==> src/rtl/seq_alu.sv <==
// rtl/seq_alu.sv - handshaked sequential ALU with optional iterative shift-add multiply
//
// Purpose: executes single-cycle ops (ADD, SUB, XOR, SLT, AND, NAND, NOR, OR,
// SLTU) into a one-entry result register. When SEQ_ALU_MUL_EN is defined, it
// also runs a WIDTH-cycle unsigned shift-add multiply. When the macro is
// undefined, op 1000 is handled like any reserved op.
//
// Ports:
//   clk        rising-edge clock
//   reset      asynchronous active-high reset
//   in_valid   operand transaction offered
//   in_ready   block can accept (combinational)
//   a, b, op   operands and opcode, sampled on acceptance only
//   out_valid  result register full
//   out_ready  consumer takes result
//   out        result
//   cout, zero, overflow, err  result flags, registered with out

module seq_alu #(
    parameter int WIDTH = 32
) (
    input  logic             clk,
    input  logic             reset,
    input  logic             in_valid,
    output logic             in_ready,
    input  logic [WIDTH-1:0] a,
    input  logic [WIDTH-1:0] b,
    input  logic [3:0]       op,
    output logic             out_valid,
    input  logic             out_ready,
    output logic [WIDTH-1:0] out,
    output logic             cout,
    output logic             zero,
    output logic             overflow,
    output logic             err
);

    localparam logic [3:0] OP_ADD  = 4'b0000;
    localparam logic [3:0] OP_SUB  = 4'b0001;
    localparam logic [3:0] OP_XOR  = 4'b0010;
    localparam logic [3:0] OP_SLT  = 4'b0011;
    localparam logic [3:0] OP_AND  = 4'b0100;
    localparam logic [3:0] OP_NAND = 4'b0101;
    localparam logic [3:0] OP_NOR  = 4'b0110;
    localparam logic [3:0] OP_OR   = 4'b0111;
    localparam logic [3:0] OP_SLTU = 4'b1001;

    // Single-cycle datapath: one shared adder serves ADD, SUB and SLT.
    logic             is_sub;
    logic [WIDTH-1:0] b_eff;
    logic [WIDTH:0]   sum;
    logic             add_ovf;
    logic [WIDTH-1:0] alu_out;
    logic             alu_cout;
    logic             alu_ovf;
    logic             alu_err;

    always_comb begin
        is_sub  = (op == OP_SUB) || (op == OP_SLT);
        b_eff   = is_sub ? ~b : b;
        sum     = {1'b0, a} + {1'b0, b_eff} + {{WIDTH{1'b0}}, is_sub};
        add_ovf = (a[WIDTH-1] == b_eff[WIDTH-1]) && (sum[WIDTH-1] != a[WIDTH-1]);
    end

    always_comb begin
        alu_out  = '0;
        alu_cout = 1'b0;
        alu_ovf  = 1'b0;
        alu_err  = 1'b0;
        case (op)
            OP_ADD, OP_SUB: begin
                alu_out  = sum[WIDTH-1:0];
                alu_cout = sum[WIDTH];
                alu_ovf  = add_ovf;
            end
            OP_XOR:  alu_out = a ^ b;
            // N ^ V of a-b gives the true signed order even when a-b overflows.
            OP_SLT:  alu_out = {{(WIDTH-1){1'b0}}, sum[WIDTH-1] ^ add_ovf};
            OP_AND:  alu_out = a & b;
            OP_NAND: alu_out = ~(a & b);
            OP_NOR:  alu_out = ~(a | b);
            OP_OR:   alu_out = a | b;
            OP_SLTU: alu_out = {{(WIDTH-1){1'b0}}, a < b};
            default: alu_err = 1'b1;
        endcase
    end

    logic             accept;
    logic             load;
    logic [WIDTH-1:0] ld_out;
    logic             ld_cout;
    logic             ld_ovf;
    logic             ld_err;

    assign accept = in_valid && in_ready;

`ifdef SEQ_ALU_MUL_EN
    localparam logic [3:0] OP_MUL = 4'b1000;
    localparam int         CW     = $clog2(WIDTH);

    typedef enum logic {
        S_IDLE,
        S_MUL
    } state_t;

    state_t             state;
    state_t             state_next;
    logic [CW-1:0]      count;
    logic [WIDTH-1:0]   mcand;
    // High half accumulates partial sums; low half starts as the multiplier
    // and is shifted out one bit per cycle as product bits shift in.
    logic [2*WIDTH-1:0] prod;
    logic [2*WIDTH-1:0] prod_step;
    logic [WIDTH:0]     partial;
    logic               is_mul;
    logic               mul_last;

    always_comb begin
        is_mul    = (op == OP_MUL);
        mul_last  = (count == CW'(WIDTH - 1));
        partial   = {1'b0, prod[2*WIDTH-1:WIDTH]} + (prod[0] ? {1'b0, mcand} : '0);
        prod_step = {partial, prod[WIDTH-1:1]};
    end

    assign in_ready = (state == S_IDLE) && (!out_valid || out_ready) && !reset;

    always_comb begin
        state_next = state;
        case (state)
            S_IDLE:  if (accept && is_mul) state_next = S_MUL;
            S_MUL:   if (mul_last) state_next = S_IDLE;
            default: state_next = S_IDLE;
        endcase
    end

    always_ff @(posedge clk or posedge reset) begin
        if (reset) begin
            state <= S_IDLE;
            count <= '0;
            mcand <= '0;
            prod  <= '0;
        end else begin
            state <= state_next;
            if (state == S_IDLE) begin
                if (accept && is_mul) begin
                    mcand <= a;
                    prod  <= {{WIDTH{1'b0}}, b};
                    count <= '0;
                end
            end else begin
                prod  <= prod_step;
                count <= mul_last ? '0 : count + 1'b1;
            end
        end
    end

    always_comb begin
        load    = 1'b0;
        ld_out  = alu_out;
        ld_cout = alu_cout;
        ld_ovf  = alu_ovf;
        ld_err  = alu_err;
        if (state == S_MUL) begin
            load    = mul_last;
            ld_out  = prod_step[WIDTH-1:0];
            ld_cout = 1'b0;
            ld_ovf  = |prod_step[2*WIDTH-1:WIDTH];
            ld_err  = 1'b0;
        end else begin
            load = accept && !is_mul;
        end
    end
`else
    assign in_ready = (!out_valid || out_ready) && !reset;

    always_comb begin
        load    = accept;
        ld_out  = alu_out;
        ld_cout = alu_cout;
        ld_ovf  = alu_ovf;
        ld_err  = alu_err;
    end
`endif

    // Result register: a new load in the same cycle as a drain keeps it full.
    always_ff @(posedge clk or posedge reset) begin
        if (reset) begin
            out       <= '0;
            cout      <= 1'b0;
            zero      <= 1'b0;
            overflow  <= 1'b0;
            err       <= 1'b0;
            out_valid <= 1'b0;
        end else if (load) begin
            out       <= ld_out;
            cout      <= ld_cout;
            zero      <= (ld_out == '0);
            overflow  <= ld_ovf;
            err       <= ld_err;
            out_valid <= 1'b1;
        end else if (out_valid && out_ready) begin
            out_valid <= 1'b0;
        end
    end

endmodule

==> config.mk <==
export PLATFORM = sky130hd
export DESIGN_NAME = seq_alu
export DESIGN_NICKNAME = d
export VERILOG_FILES = /design/src/rtl/seq_alu.sv
export SDC_FILE = /design/constraint.sdc
export NUM_CORES = 1
export LEC_CHECK = 0
export BUFFER_PORTS_ARGS = -buffer_cell sky130_fd_sc_hd__buf_2
export CORE_UTILIZATION = 50
export CTS_CLUSTER_SIZE = 10
export DETAILED_ROUTE_END_ITERATION = 12
export PLACE_DENSITY = 0.75
export SLEW_MARGIN = 25
export SYNTH_ARGS = -nofsm -noshare
export SYNTH_HDL_FRONTEND = slang
export SYNTH_SLANG_ARGS = --single-unit
==> constraint.sdc <==
create_clock -name clk -period 2.2 [get_ports clk]
set_input_delay 0.22 -clock clk [delete_from_list [all_inputs] [get_ports clk]]
set_output_delay 0.22 -clock clk [all_outputs]
set_load 0.02 [all_outputs]
==> out/metrics.yaml <==
outcome: "complete, but fails checks"
violations: "setup timing"
grt_pass1_vias: 8096
met2_length_mm: 13.0
cts_sinks: 37
wirelength_mm: 26.5
ys_seq_elements: 37
final_common_cell: "buf_4"
core_area_sq_um: 13200
critPathRequiredTime_ns: 2.38
drtAntennaViolNets: 0
dp_hpwl_mm: 17.8
rr_endpoint: "zero$_DFFE_PP0P_"
synth_top_area_cell: "ha_1"
drv_slew: 0
htree_levels: 2
endpoint_kind: "register"
layout-drive-gt1-share: 0.481
synth_compound_area_frac: 0.228
dieArea_sq_um: 14000
syn_area_sq_um: 6780
synth_top_area_frac: 0.243
postSynthCellCount: 823
worst_clock_skew_ns: 0.00279
path_clk_slew_ns: 0.06
report.final.setup_viol: 32
wl_per_cell_microns: 19.1
timing.final.crit_share: 1.58
powerDensity_nw_per_um2: 444
highest_layer: "met4"
async_flop_share: 1.00
initial_core_util: 0.512
track_usage: 0.350
startpoint: "op[3]"
synth_ff_type: "dfrtp_1"
numPlacedInstances: 1338
dr_wl_met3_mm: 2.07
clock_latency_ns: 0.28
ff2ff_path_depth: 12
fin_crit_ns: 3.48
drc: 0
r2r-start: "out_valid$_DFFE_PP0P_"
wl_met1_mm: 10.4
num_antenna_cells: 0
fmax_mhz: 288
grt-ovfl-total: 0
startpoint_type: "input port"
num_vias: 8191
yosysUniqueCellTypes: 79
antenna_found_initial: 0
cts_root_buf: "clkbuf_16"
rrSetupSlack_ns: -0.32
grt_max_degree: 38
cts_tree: "done"
area_growth_pct: 60.3
drt_iter0_drc: 939
firstDrtPassIters: 6
fin_cells: 1383
rsz0062_at_grt: "yes"
peakVddDrop_v: 0.000287
synthXorXnorAreaFrac: 0.102
clockBufferDepth: 2
yosysWarnings: 0
yosys.area_share.adder: 0.246
worstPathArrival_ns: 3.66
portBuffers: 109
crit_fanout: 4
synth_edf_count: 0
endpoint: "zero$_DFFE_PP0P_"
grt_pass1_wl_mm: 39.4
die_h_microns: 118
p_leak_nw: 5.51
synthSimpleGateAreaFrac: 0.146
via_per_inst: 5.92
synth.mux.area_fraction: 0.0594
rows: 42
die_x_microns: 118
ys_top_cells_by_area: "ha_1 24%, dfrtp_1 14%, xnor2_1 8.3%"
yosysSeqAreaShare: 0.136
hp-class: "in2async"
synth.avg_cell_area_sq_um: 8.24
synth_top_family_by_area: "adder cells"
path_class: "in2reg"
pin_count: 110
numCtsBuffers: 5
synth_fp_nets: 1028
hold_violations: 0
gp_congestion: 0.998
maxCapViolCount: 0
setup_slack_ns: -1.28
final_nets: 1411
relSlewSlack: 0.362
final_cell_mix: "288 x buf_4, 115 x ha_1, 106 x buf_2, 80 x inv_1, 50 x nand2_1"
worstMarginPinSlew_ns: 0.955
power.total_mw: 4.83
-- power by group --
part	switching, mW	leakage, nW	internal (mW)
combinational	1.63	4.93	1.55
sequential	0.0447	0.496	0.759
clock	0.275	0.0831	0.565
-- flip-flops by register name, indices dropped and copies added, names as in the netlist --
signal     flops
out           32
cout           1
err            1
out_valid      1
overflow       1
zero           1
-- worst min path at each step --
stage / end / slack (ns) / from
after CTS: out[24]$_DFFE_PP0P_ / 0.20 / reset
after global routing: out[0]$_DFFE_PP0P_ / 0.24 / reset
after global placement: out[6]$_DFFE_PP0P_ / 0.46 / out[6]$_DFFE_PP0P_
after floorplan: cout$_DFFE_PP0P_ / 0.40 / reset
after detailed placement: out[6]$_DFFE_PP0P_ / 0.47 / out[6]$_DFFE_PP0P_
final: out[23]$_DFFE_PP0P_ / 0.18 / reset
-- area by class of cell --
type	count	area (sq um)
timing repair buffer	416	3010
clock buffer	6	139
fill	773	2360
multi-input combinational	665	6250
clock inverter	2	37.5
sequential	37	926
inverter	81	304
tap	176	220
-- synthesized netlist by cell type (3+ instances only) --
cell       number
o221ai_1        4
xor2_1         15
o211ai_1        5
nand2b_1        5
a21oi_1        48
nor2_1         33
nor3_1         16
a22o_1         18
nand3_1        10
o21ai_0        46
buf_2          10
inv_1          81
dfrtp_1        37
a222oi_1        5
nor2b_1        11
clkbuf_1       21
clkbuf_8        7
mux2i_1        38
and3_1          4
nand2_1        57
or3_1           7
a21o_1          6
o31ai_1         4
xnor2_1        64
o21a_1          8
a22oi_1        16
a211o_1         4
ha_1          132
a211oi_1        6
o21bai_1        3
o21ai_1         3
nand4_1        19
o41ai_1         4
nor3b_1         3
o2111ai_1       3
nor4_1          6
a31oi_1        10
nand3b_1        3
-- worst max-delay path: stages --
cell      delay (ns)
buf_8           0.10
nor3b_4         0.22
buf_12          0.16
xnor2_4         0.13
inv_2           0.07
fa_2            0.37
nand2b_4        0.18
a211oi_4        0.32
o2111a_2        0.35
o31a_1          0.24
o31ai_4         0.08
nor4_1          0.34
buf_4           0.18
nand4b_1        0.12
nor3_2          0.21
nand3_1         0.12
o41ai_2         0.22
-- routing by layer --
metal	up-vias	global-route usage
met5	-	0
met4	0	0.150
met3	101	0.0458
met2	450	0.611
met1	3911	0.430
li1	3729	-
-- stage by stage --
stage                util  hold slack [ns]  TNS [ns]  worst slack, ns  area (sq um)
finish              0.821            0.182    -20.36            -1.28         10900
global route        0.821            0.237    -23.14            -1.40         10900
detailed placement  0.723            0.465    -29.86            -1.53          9580
global placement    0.723            0.457    -27.22            -1.40          9580
CTS                 0.793            0.200    -16.02            -1.04         10500
floorplan               -            0.400    -15.90            -1.18          7090
-- cells by family (layout without fill, tap and decap cells) --
logic type      count (synthesis)  count (layout)
fa+ha+maj                     133             133
mux                            40              40
compound gates                222             222
xor+xnor                       79              79
flops                          37              37
buf+inv                       121             505
simple gates                  191             191
-- timing repair --
action | 4_1_cts | 5_1_grt
endpoints found under the hold margin | 0 | 0
pin swaps | 61 | 38
endpoints found under the setup margin | 31 | 33
hold buffers | 0 | 0
cloned | 1 | 0
buffers inserted | 26 | 19
gates resized for setup | 107 | 52
Power figures use the tool's default switching activity.
